[src/rtl/uart_mode2_rx.sv]
// 8051-style Mode 2 serial receiver: start, 8 data bits LSB first, 9th bit, stop.
// Applies the SM2/RI gating rules before loading the receive buffer.
module uart_mode2_rx #(
  parameter int unsigned CLK_PER_BIT = 100
) (
  input  logic       clk,
  input  logic       rst,
  input  logic       rxd,
  input  logic       ren,
  input  logic       sm2,
  input  logic       ri_clr,
  output logic [7:0] data_out,
  output logic       rb8,
  output logic       ri,
  output logic       busy,
  output logic       frame_err,
  output logic       overrun
);

  localparam int unsigned HALF = CLK_PER_BIT / 2;

  localparam logic [7:0] CNT_LAST = 8'(CLK_PER_BIT - 1);
  localparam logic [7:0] CNT_S0   = 8'(HALF - 1);
  localparam logic [7:0] CNT_S1   = 8'(HALF);
  localparam logic [7:0] CNT_RES  = 8'(HALF + 1);

  typedef enum logic [2:0] {
    IDLE,
    START,
    DATA,
    BIT9,
    STOP,
    LOAD
  } state_t;

  state_t     state;
  logic       rxd_m;
  logic       rxd_s;
  logic [7:0] clk_cnt;
  logic [2:0] bit_idx;
  logic [7:0] shift_reg;
  logic       bit9;
  logic       stop_bit;
  logic       samp0;
  logic       samp1;

  logic fall;
  logic maj;
  logic resolve;

  // Fall is flagged in the cycle before rxd_s takes the 0, so that cycle is count 0.
  assign fall    = rxd_s & ~rxd_m;
  assign maj     = (samp0 & samp1) | (samp0 & rxd_s) | (samp1 & rxd_s);
  assign resolve = (clk_cnt == CNT_RES);

  always_ff @(posedge clk) begin
    if (rst) begin
      state     <= IDLE;
      rxd_m     <= 1'b1;
      rxd_s     <= 1'b1;
      clk_cnt   <= '0;
      bit_idx   <= '0;
      shift_reg <= '0;
      bit9      <= 1'b0;
      stop_bit  <= 1'b1;
      samp0     <= 1'b1;
      samp1     <= 1'b1;
      data_out  <= '0;
      rb8       <= 1'b0;
      ri        <= 1'b0;
      busy      <= 1'b0;
      frame_err <= 1'b0;
      overrun   <= 1'b0;
    end else begin
      rxd_m   <= rxd;
      rxd_s   <= rxd_m;
      overrun <= 1'b0;

      if (ri_clr) begin
        ri        <= 1'b0;
        frame_err <= 1'b0;
      end

      if (clk_cnt == CNT_S0) samp0 <= rxd_s;
      if (clk_cnt == CNT_S1) samp1 <= rxd_s;

      case (state)
        IDLE: begin
          clk_cnt <= '0;
          bit_idx <= '0;
          busy    <= 1'b0;
          if (fall && ren) begin
            state   <= START;
            busy    <= 1'b1;
            clk_cnt <= 8'd1;
          end
        end

        default: begin
          clk_cnt <= (clk_cnt == CNT_LAST) ? '0 : clk_cnt + 8'd1;
          if (!ren) begin
            state <= IDLE;
            busy  <= 1'b0;
          end else begin
            case (state)
              START: begin
                if (resolve) begin
                  if (maj) begin
                    state <= IDLE;
                    busy  <= 1'b0;
                  end else begin
                    state   <= DATA;
                    bit_idx <= '0;
                  end
                end
              end

              DATA: begin
                if (resolve) begin
                  shift_reg <= {maj, shift_reg[7:1]};
                  bit_idx   <= bit_idx + 3'd1;
                  if (bit_idx == 3'd7) state <= BIT9;
                end
              end

              BIT9: begin
                if (resolve) begin
                  bit9  <= maj;
                  state <= STOP;
                end
              end

              STOP: begin
                if (resolve) begin
                  stop_bit <= maj;
                  state    <= LOAD;
                end
              end

              LOAD: begin
                state <= IDLE;
                busy  <= 1'b0;
                // ri here is the pre-clear value; a set below overrides ri_clr.
                if (ri) begin
                  overrun <= 1'b1;
                end else if (!sm2 || bit9) begin
                  data_out <= shift_reg;
                  rb8      <= bit9;
                  ri       <= 1'b1;
                  if (!stop_bit) frame_err <= 1'b1;
                end
              end

              default: begin
                state <= IDLE;
                busy  <= 1'b0;
              end
            endcase
          end
        end
      endcase
    end
  end

endmodule
[config.mk]
export PLATFORM = sky130hd
export DESIGN_NAME = uart_mode2_rx
export DESIGN_NICKNAME = d
export VERILOG_FILES = /design/src/rtl/uart_mode2_rx.sv
export SDC_FILE = /design/constraint.sdc
export NUM_CORES = 1
export LEC_CHECK = 0
export ABC_AREA = 1
export CORE_AREA = 4 4 63 65
export DETAILED_ROUTE_END_ITERATION = 12
export DIE_AREA = 0 0 67 69
export PLACE_DENSITY = 0.9
export RECOVER_POWER = 100
export SYNTH_ARGS = -nofsm -noshare
export SYNTH_HDL_FRONTEND = slang
export SYNTH_SLANG_ARGS = --single-unit
[constraint.sdc]
create_clock -name clk -period 2.8 [get_ports clk]
set_input_delay 0.56 -clock clk [delete_from_list [all_inputs] [get_ports clk]]
set_output_delay 0.56 -clock clk [all_outputs]
set_load 0.01 [all_outputs]
==> implementation parameters, run 1 <==
Parameter                              Value

Power and ir drop
  Clock group share of total power    29.7%
  Proportion of power drawn by combinational gates    21.9%
  Power Dens Cells    608 nW/um^2
  Power dissipated by switching net loads    0.430 mW
  Switching power share of the total    32.5%
  Cell internal pwr    0.894 mW
  Pleak    1.11 nW
  Sequential share of power    48.3%
  Total power of the final layout    1.32 mW
  IR Drop Worst-Case VDD    300 uV

Timing
  Number of max-slew violations in the final report    0
  Maximum clock skew at final layout    0.00694 ns
  Worst-Margin Slew    about 0.8 ns
  Sum Neg Setup Slack    0 ns
  Clock period minus final worst setup slack    2.17 ns
  Final clock period utilization by the worst path    77.4%
  Max Freq    462 MHz
  Slew Limit Headroom    a little under half
  RSZ-0062 raised after global routing    false
  Hold Violations, Final    0
  Final setup violating endpoints    0
  Final-layout worst hold slack    0.446 ns

GRT
  Wire length of the first global-routing pass    6510 um
  Antenna violations before repair    0
  Total grt overflow    0
  Pin count of the biggest net entering global routing    23
  Gr usage total    approximately 18%
  Vias in the first global route    1559

Synth
  Synth area leader    dfxtp_1
  Main synth FF type    dfxtp_1
  Number of enable-type register cells in the synthesized netlist    0
  Mean post-synth cell area    7.04 sq um
  Share of the synthesized area in the top cell type    a little over two fifths
  Top-count cell post-synth    nor2_1
  Post-synth cell types    28
  Post-synthesis xor/xnor area fraction    0.909%
  Async SR Flop Fraction    0%
  #FFs+latches synth    between 40 and 50
  Top post-synthesis cells by count    nor2_1 (57), nand2_1 (56), dfxtp_1 (41), inv_1 (35), nand3_1 (19)
  Area fraction in and, or, nand and nor cells after synthesis    37.1%
  Post-Synthesis Cell Area    between 1500 and 2000 sq um
  Main combinational cell family by area after synthesis    simple AND/OR/NAND/NOR gates
  Synth warn    0
  Synthesized Nets    roughly 290
  Proportion of synthesized area in mux cells    0%
  Adder-cell share of the synthesized area    3.24%
  Register area share after synthesis    42.6%
  Compound-gate portion of the synthesized area    7.20%
  Gate count after technology mapping    around 270
  Leading cell types by total area after synthesis    dfxtp_1 (43%), nor2_1 (11%), nand2_1 (11%)

Critical path
  Crit path largest cell delay    0.75 ns
  Library cell contributing the largest single delay on the critical path    dlygate4sd3_1
  Type of element launching the critical path    input pin
  Cell chain of the critical path    dlygate4sd3_1 -> inv_1 -> nor2_1 -> nand2_1 -> a21oi_1 -> nor2_1
  Number of buffers and inverters on the critical path    2
  Worst endpoint required time    approximately 3.1 ns
  Critical path class    in -> reg
  Top fanout value on the critical path    10
  CP dominant cell by count    nor2_1
  Cell class contributing the biggest share of worst-path delay    buffers and inverters
  Kind of end point of the critical path    flop
  Worst EP arrival    2.43 ns

Clock tree
  Number of buffers on the longest clock path    2
  Depth of the CTS H-tree    2
  Clock tree from TritonCTS    yes
  Post-CTS Resized    0
  Post-CTS setup buffer count    0
  Latest clock arrival within the worst-skew pair    roughly 0.36 ns
  Clock sink total    41
  Clock-pin transition on the worst setup and hold timing paths    0.12 ns
  Cts bufs inserted    5
  Hold-fix buffers, CTS    0
  Clock Root Buffer    clkbuf_4

Die
  Die width    67 um
  IO Count    19
  Core box area    approximately 3300 sq um
  Total number of placement rows    21
  Die Y    69 um
  Area enclosed by the die boundary    4620 sq um
  Initial cell density of the core    between 50% and 60%

Cells and area
  Diode insertion count for antenna repair    0
  Fraction of layout instances using a drive strength above 1    between 6 and 7%
  Layout fillers    284
  Post-route cell area    2180 sq um
  Synthesis-to-finish area growth    12.8%
  Post-layout net count    306

Run status
  Status    completed

Detailed routing
  Detailed Route WL    between 3000 and 4000 um
  Iteration-0 DRC count of the detailed router    111
  Antenna Nets Post-Route    0
  Post-route DRC violation count    0
  1st-pass router iterations    9
  Vias    about 1700
  Post-DR wirelength/cell    11.0 um
  Routed via count divided by cell count    a little under 5

Worst hold path
  Worst min-delay path category    reg -> reg

Placed design
  Last weighted congestion value of the routability-driven placer    0.867
  Count of input and output buffers    18
  Cell area after placement    2150 sq um
  Placed wire-length estimate    2630 um

Run
  Count of max-cap constraint violations    0
-- per-layer routing --
metal	part of all wire, %	GRT usage [%]
met1	43	21.2
met2	49	30.1
met3	6.4	3.57
met4	2.0	10.4
met5	0	0
-- layout by cell type, fill, tap and decap left out, types with 2 or more instances in the layout --
cell / count
nor2_1: 60
nand2_1: 58
dfxtp_1: 41
inv_1: 36
nand3_1: 19
a21oi_1: 15
dlygate4sd3_1: 15
o21ai_0: 11
ha_1: 5
clkbuf_4: 5
nand2_2: 4
nand4_1: 3
clkdlybuf4s50_1: 3
inv_2: 2
or2_2: 2
nor3_1: 2
xor2_1: 2
clkbuf_1: 2
-- cell type report --
class | instances | area, sq um | share of cell area [%]
Timing Repair Buffer | 20 | 188 | 8.63
Tap cell | 46 | 57.6 | 2.65
Clock buffer | 5 | 37.5 | 1.73
Inverter | 38 | 143 | 6.56
Clock inverter | 3 | 46.3 | 2.13
Sequential cell | 41 | 821 | 37.7
Multi-Input combinational cell | 189 | 883 | 40.6
-- final timing paths --
path              startpoint  depth (start not counted)  slack (ns)      endpoint
setup / recovery         ren                          6        0.63  shift_reg[7]
hold / removal         rxd_m                          2        0.45         rxd_s
setup reg to reg  clk_cnt[0]                          8        0.79  shift_reg[7]
hold reg to reg        rxd_m                          2        0.45         rxd_s
-- worst reg2reg max path: cells and delay by family, from the launching register on --
| kind | cells | cell delay, ns |
|---|---|---|
| AO/OA/AOI/OAI | 1 | 0.21 |
| adder cells (fa/ha/maj) | 1 | 0.21 |
| flip-flops | 1 | 0.42 |
| AND/OR/NAND/NOR | 6 | 1.08 |
-- power by group through the flow --
| stage | combinational, mW | sequential (mW) | clock (mW) |
|---|---|---|---|
| final | 0.290 | 0.640 | 0.393 |
| after global routing | 0.324 | 0.645 | 0.429 |
| after CTS | 0.308 | 0.640 | 0.404 |
| after detailed placement | 0.305 | 0.653 | 0 |
| after global placement | 0.303 | 0.651 | 0 |
| after floorplan | 0.244 | 0.649 | 0 |
-- cell families after synthesis --
family | after synthesis
simple gates | 155
buf+inv | 44
flops | 41
compound gates | 27
fa+ha+maj | 5
xor+xnor | 2
-- through the flow --
stage | setup WS (ns) | utilization, % | instances
after global routing | 0.484 | 65.2 | 342
final | 0.633 | 65.2 | 342
after floorplan | 1.40 | - | 274
after global placement | 0.763 | 64.4 | 334
after CTS | 0.946 | 66.9 | 342
after detailed placement | 0.711 | 64.4 | 334
Power figures use the tool's default switching activity.
==> inputs of run 2 (changes only) <==
- CORE_AREA: 4 4 63 65 -> 4 4 64 66
- DIE_AREA: 0 0 67 69 -> 0 0 68 70
- PLACE_DENSITY: 0.9 -> 0.88
- clock period: 2.8 -> 2.1 ns (I/O delays scaled with it)
==> run 2 against run 1 <==
Net effect:
- die area is 3.0% higher
- clock-buffer cell count stayed put
- via count is 0.48% higher
- register-to-register slack worse by 0.32 ns
- combinational power is 40% higher
- design area is 2.2% higher
- setup slack worse by 0.28 ns
- cell count is 0.88% higher
- critical path type is now reg -> out
==> implementation parameters, run 2 (synthesized netlist as in run 1, its figures left out) <==
Parameter                              Value

Detailed routing
  Antenna Nets Post-Route    0 (unchanged)
  Post-DR wirelength/cell    10.3 um (-6.4%)
  Detailed Route WL    3550 um (-5.6%)
  1st-pass router iterations    4 (-5)
  Vias    1683 (+0.48%)
  Iteration-0 DRC count of the detailed router    67 (-40%)
  Post-route DRC violation count    0 (unchanged)
  Routed via count divided by cell count    4.88 (-0.40%)

Die
  Core box area    3580 sq um (+7.2%)
  Area enclosed by the die boundary    4760 sq um (+3.0%)
  Total number of placement rows    22 (+4.8%)
  Initial cell density of the core    53.9% (-3.9 points)
  Die width    68 um (+1.5%)
  Die Y    70 um (+1.4%)
  IO Count    19 (unchanged)

Power and ir drop
  Total power of the final layout    1.79 mW (+35%)
  Power Dens Cells    804 nW/um^2 (+32%)
  Pleak    1.15 nW (+4.1%)
  IR Drop Worst-Case VDD    455 uV (+52%)

Critical path
  Total number of cells along the worst setup path    1 (-5)
  Worst endpoint required time    1.68 ns (-1.38 ns)
  Type of element launching the critical path    flop
  Worst EP arrival    1.32 ns (-1.11 ns)
  Top fanout value on the critical path    2 (-8)
  Kind of end point of the critical path    output pin
  Cell class contributing the biggest share of worst-path delay    buffers and inverters
  Library cell contributing the largest single delay on the critical path    dlygate4sd3_1
  Number of buffers and inverters on the critical path    1 (-1)
  Cell chain of the critical path    dlygate4sd3_1
  Crit path largest cell delay    0.61 ns (-0.14 ns)
  Reg2reg path depth    7 (-1)
  Critical path class    reg -> out

Clock tree
  Post-CTS Resized    0 (unchanged)
  Number of buffers on the longest clock path    2 (unchanged)
  Clock-pin transition on the worst setup and hold timing paths    0.13 ns (about the same)
  Cts bufs inserted    5 (unchanged)
  Post-CTS setup buffer count    0 (unchanged)
  Clock Root Buffer    clkbuf_4
  Depth of the CTS H-tree    2 (unchanged)
  Latest clock arrival within the worst-skew pair    0.35 ns (about the same)
  Hold-fix buffers, CTS    0 (unchanged)
  Clock sink total    41 (unchanged)
  Clock tree from TritonCTS    yes

Placed design
  Last weighted congestion value of the routability-driven placer    0.841 (-3.0%)
  Count of input and output buffers    18 (unchanged)
  Number of cells in the design after placement    337 (+0.90%)
  Cell area after placement    2160 sq um (+0.47%)
  Placed wire-length estimate    2600 um (-1.0%)

GRT
  Vias in the first global route    1541 (-1.2%)
  Pin count of the biggest net entering global routing    23 (unchanged)
  Total grt overflow    0 (unchanged)
  Antenna violations before repair    0 (unchanged)
  Gr usage total    17.1% (-1.1 points)
  Wire length of the first global-routing pass    6420 um (-1.5%)

Cells and area
  Post-route cell area    2220 sq um (+2.2%)
  Fraction of layout instances using a drive strength above 1    8.42% (+1.7 points)
  Synthesis-to-finish area growth    15.4%
  Diode insertion count for antenna repair    0 (unchanged)
  Top library cells by usage in the layout, fill and taps aside    nand2_1 (58), nor2_1 (58), dfxtp_1 (41), inv_1 (36), nand3_1 (19)
  Count of placed standard cells in the final layout, fillers left out    345 (+0.88%)
  Post-layout net count    307 (+0.33%)

Timing
  Number of max-slew violations in the final report    0 (unchanged)
  Clock period minus final worst setup slack    1.74 ns
  Final clock period utilization by the worst path    83.0%
  Slew Limit Headroom    72.9% (+26 points)
  Worst-Margin Slew    0.404 ns (-0.396 ns)
  Hold Violations, Final    0 (unchanged)
  Final setup violating endpoints    0 (unchanged)
  Sum Neg Setup Slack    0 ns (unchanged)
  Max Freq    573 MHz
  Maximum clock skew at final layout    0.0105 ns (+0.00352 ns)
  RSZ-0062 raised after global routing    false

Run status
  Status    completed

Run
  Count of max-cap constraint violations    0 (unchanged)

Worst hold path
  Worst min-delay path category    reg -> reg
  Depth of the worst hold-timing path    2 (unchanged)
==> run 2: stage by stage <==
step / setup WS [ns] / util [%] / hold slack, ns
global route: 0.223 / 62.2 / 0.502
floorplan: 0.748 / - / 0.400
global placement: 0.207 / 60.3 / 0.450
finish: 0.356 / 62.2 / 0.478
detailed placement: 0.158 / 60.3 / 0.457
CTS: 0.400 / 62.6 / 0.477
==> run 2: cell type report <==
cell class                      instances  area, sq um
Multi-Input combinational cell        189          921
Clock inverter                          3         43.8
Clock buffer                            5         37.5
Sequential cell                        41          821
Tap cell                               48         60.1
Fill cell                             299         1350
Timing Repair Buffer                   21          199
Inverter                               38          143
==> run 2: metal layers <==
layer  vias to the layer above  share of wire, %  GRT usage (%)
met1                       753                44           21.1
met5                         -                 0              0
met2                        31                49           28.4
met4                         0               1.4           4.64
met3                         6               4.8           4.82
li1                        893                 -              -
==> run 2: worst min-delay path: stages (launching register included) <==
cell and delay [ns]:
dfxtp_1 0.34, nand2_1 0.06, a21oi_1 0.05
==> run 2: final timing paths <==
check | start | endpoint | slack (ns)
max | data_out[2] | data_out[2] | 0.36
min reg2reg | bit_idx[1] | bit_idx[1] | 0.48
min | bit_idx[1] | bit_idx[1] | 0.48
max reg2reg | clk_cnt[1] | shift_reg[6] | 0.47
==> run 2: where the power goes <==
group	total (mW)	leakage (nW)	internal (mW)	switching, mW
combinational	0.405	0.773	0.128	0.277
clock	0.530	0.0456	0.253	0.277
sequential	0.853	0.331	0.814	0.0391
==> inputs of run 3 (changes only) <==
- CORE_AREA: 4 4 64 66 -> 4 4 68 70
- DIE_AREA: 0 0 68 70 -> 0 0 72 74
- PLACE_DENSITY: 0.88 -> 0.82
- clock period: 2.1 -> 1.5 ns (I/O delays scaled with it)
==> run 3 against run 2 <==
Net effect:
- via count is 3.3% higher
- die area is 12% higher
- first-iteration DRC count is 85% higher
- non-clock buffer count grew 10
- sequential share of layout area down 2.0 points
- global-route usage decreased by 1.1 points
- utilization shrank 2.9 points
==> implementation parameters, run 3 (synthesized netlist as in run 1, its figures left out) <==
Parameter                              Value

Placed design
  Placed wire-length estimate    2810 um (+8.0%)
  Last weighted congestion value of the routability-driven placer    0.861 (+2.4%)
  Count of input and output buffers    18 (unchanged)
  Number of cells in the design after placement    347 (+3.0%)
  Pre-CTS setup slack    -0.136 ns (-0.294 ns)

Clock tree
  Hold-fix buffers, CTS    0 (unchanged)
  Number of buffers on the longest clock path    2 (unchanged)
  Clock Root Buffer    clkbuf_8
  Cts bufs inserted    5 (unchanged)
  Latest clock arrival within the worst-skew pair    0.31 ns (-0.04 ns)
  Clock-pin transition on the worst setup and hold timing paths    0.08 ns (-0.05 ns)
  Depth of the CTS H-tree    2 (unchanged)
  Clock sink total    41 (unchanged)
  Clock tree from TritonCTS    yes

Critical path
  Worst EP arrival    1.13 ns (-0.19 ns)
  Number of buffers and inverters on the critical path    1 (unchanged)
  Library cell contributing the largest single delay on the critical path    clkdlybuf4s50_1
  Critical path class    reg -> out
  Cell class contributing the biggest share of worst-path delay    buffers and inverters
  Type of element launching the critical path    flop
  Top fanout value on the critical path    1 (-1)
  Crit path largest cell delay    0.52 ns (-0.09 ns)
  Kind of end point of the critical path    output pin
  Cell chain of the critical path    clkdlybuf4s50_1
  Worst endpoint required time    1.20 ns (-0.48 ns)

Die
  Total number of placement rows    23 (+4.5%)
  Die Y    74 um (+5.7%)
  Die width    72 um (+5.9%)
  Area enclosed by the die boundary    5330 sq um (+12%)
  Initial cell density of the core    48.6% (-5.3 points)
  IO Count    19 (unchanged)
  Core box area    3970 sq um (+11%)

Detailed routing
  Vias    1738 (+3.3%)
  Met3 wire length    178 um (+4.1%)
  1st-pass router iterations    4 (unchanged)
  Iteration-0 DRC count of the detailed router    124 (+85%)
  Uppermost routed layer    met4
  Post-DR wirelength/cell    10.9 um (+5.6%)
  Detailed Route WL    3880 um (+9.3%)
  Post-route DRC violation count    0 (unchanged)
  Routed via count divided by cell count    4.87 (-0.20%)
  Antenna Nets Post-Route    0 (unchanged)
  DR WL met2    1880 um (+7.4%)
  DRT met1 WL    1760 um (+11%)

Timing
  RSZ-0062 raised after global routing    false
  Final clock period utilization by the worst path    95.4%
  Maximum clock skew at final layout    0.00793 ns (-0.00254 ns)
  Slew Limit Headroom    73.5% (+0.60 points)
  Hold Violations, Final    0 (unchanged)
  Clock period minus final worst setup slack    1.43 ns
  Setup slack after layout    0.0696 ns (-0.287 ns)
  Final setup violating endpoints    0 (unchanged)
  Number of max-slew violations in the final report    0 (unchanged)
  Worst-Margin Slew    0.395 ns (-0.00896 ns)
  Max Freq    699 MHz

Worst hold path
  Worst min-delay path category    reg -> reg

Cells and area
  Top library cells by usage in the layout, fill and taps aside    nand2_1 (57), nor2_1 (57), dfxtp_1 (41), inv_1 (35), nand3_1 (19)
  Area occupied by multi-input gates    937 sq um (+1.8%)
  Area occupied by registers    821 sq um (unchanged)
  Count of placed standard cells in the final layout, fillers left out    357 (+3.5%)
  Post-layout net count    317 (+3.3%)
  Fraction of layout instances using a drive strength above 1    13.0% (+4.6 points)
  Synthesis-to-finish area growth    22.1%
  Diode insertion count for antenna repair    0 (unchanged)
  Layout fillers    379 (+27%)

Power and ir drop
  Power Dens Cells    1160 nW/um^2 (+44%)
  Pleak    1.16 nW (+1.0%)
  Total power of the final layout    2.73 mW (+53%)
  IR Drop Worst-Case VDD    653 uV (+43%)

GRT
  Vias in the first global route    1546 (+0.32%)
  Gr usage total    16.0% (-1.1 points)
  Antenna violations before repair    0 (unchanged)
  Pin count of the biggest net entering global routing    21 (-8.7%)
  Total grt overflow    0 (unchanged)
  Wire length of the first global-routing pass    6600 um (+2.8%)

Run status
  Status    completed

Run
  Count of max-cap constraint violations    0 (unchanged)
[run 3: cell count changes in the layout (fill, tap and decap cells not counted), moves of 5 or more]
| cell | before | now |
|---|---|---|
| buf_4 | 2 | 10 |
| clkdlybuf4s25_1 | 0 | 11 |
| dlygate4sd3_1 | 15 | 1 |
| clkbuf_8 | 0 | 5 |
[run 3: worst min-delay path, delay by kind of cell (launching register included)]
family	cells	cell delay [ns]
AND/OR/NAND/NOR	1	0.05
buffers and inverters	1	0.05
flip-flops	1	0.31
[run 3: final timing paths]
kind | startpoint | endpoint | slack, ns | cells after the start
max | overrun | overrun | 0.07 | 1
min | rxd_m | rxd_s | 0.44 | 2
max reg2reg | clk_cnt[0] | bit_idx[1] | 0.08 | 8
min reg2reg | rxd_m | rxd_s | 0.44 | 2
[run 3: per-stage QoR]
stage	TNS, ns	hold slack, ns	util, %	area (sq um)
floorplan	0	0.400	-	1930
global placement	-1.22	0.412	56.0	2220
detailed placement	-1.70	0.420	56.0	2220
CTS	0	0.440	58.8	2340
global route	0	0.457	59.3	2350
finish	0	0.438	59.3	2350
[run 3: area by class of cell]
type	instances	area share [%]
clock buffer	5	2.92
clock inverter	3	1.97
inverter	38	6.06
multi-input combinational	189	39.8
sequential	41	34.9
tap	50	2.66
timing repair buffer	31	11.7
[run 3: power breakdown]
part / internal [mW] / switching (mW) / leakage, nW
Sequential: 1.14 / 0.0422 / 0.331
Combinational: 0.220 / 0.418 / 0.776
Clock: 0.498 / 0.415 / 0.0543
[run 3: per-layer routing]
layer / vias up / track usage, %
met3: 7 / 4.86
met1: 794 / 19.5
met5: - / 0
met2: 27 / 26.3
li1: 910 / -
met4: 0 / 6.89
[run 3: repair_timing]
action,in CTS,in global routing
gates resized for setup,1,15
setup endpoints to repair,1,16
setup buffers,0,2
pin swaps,0,1
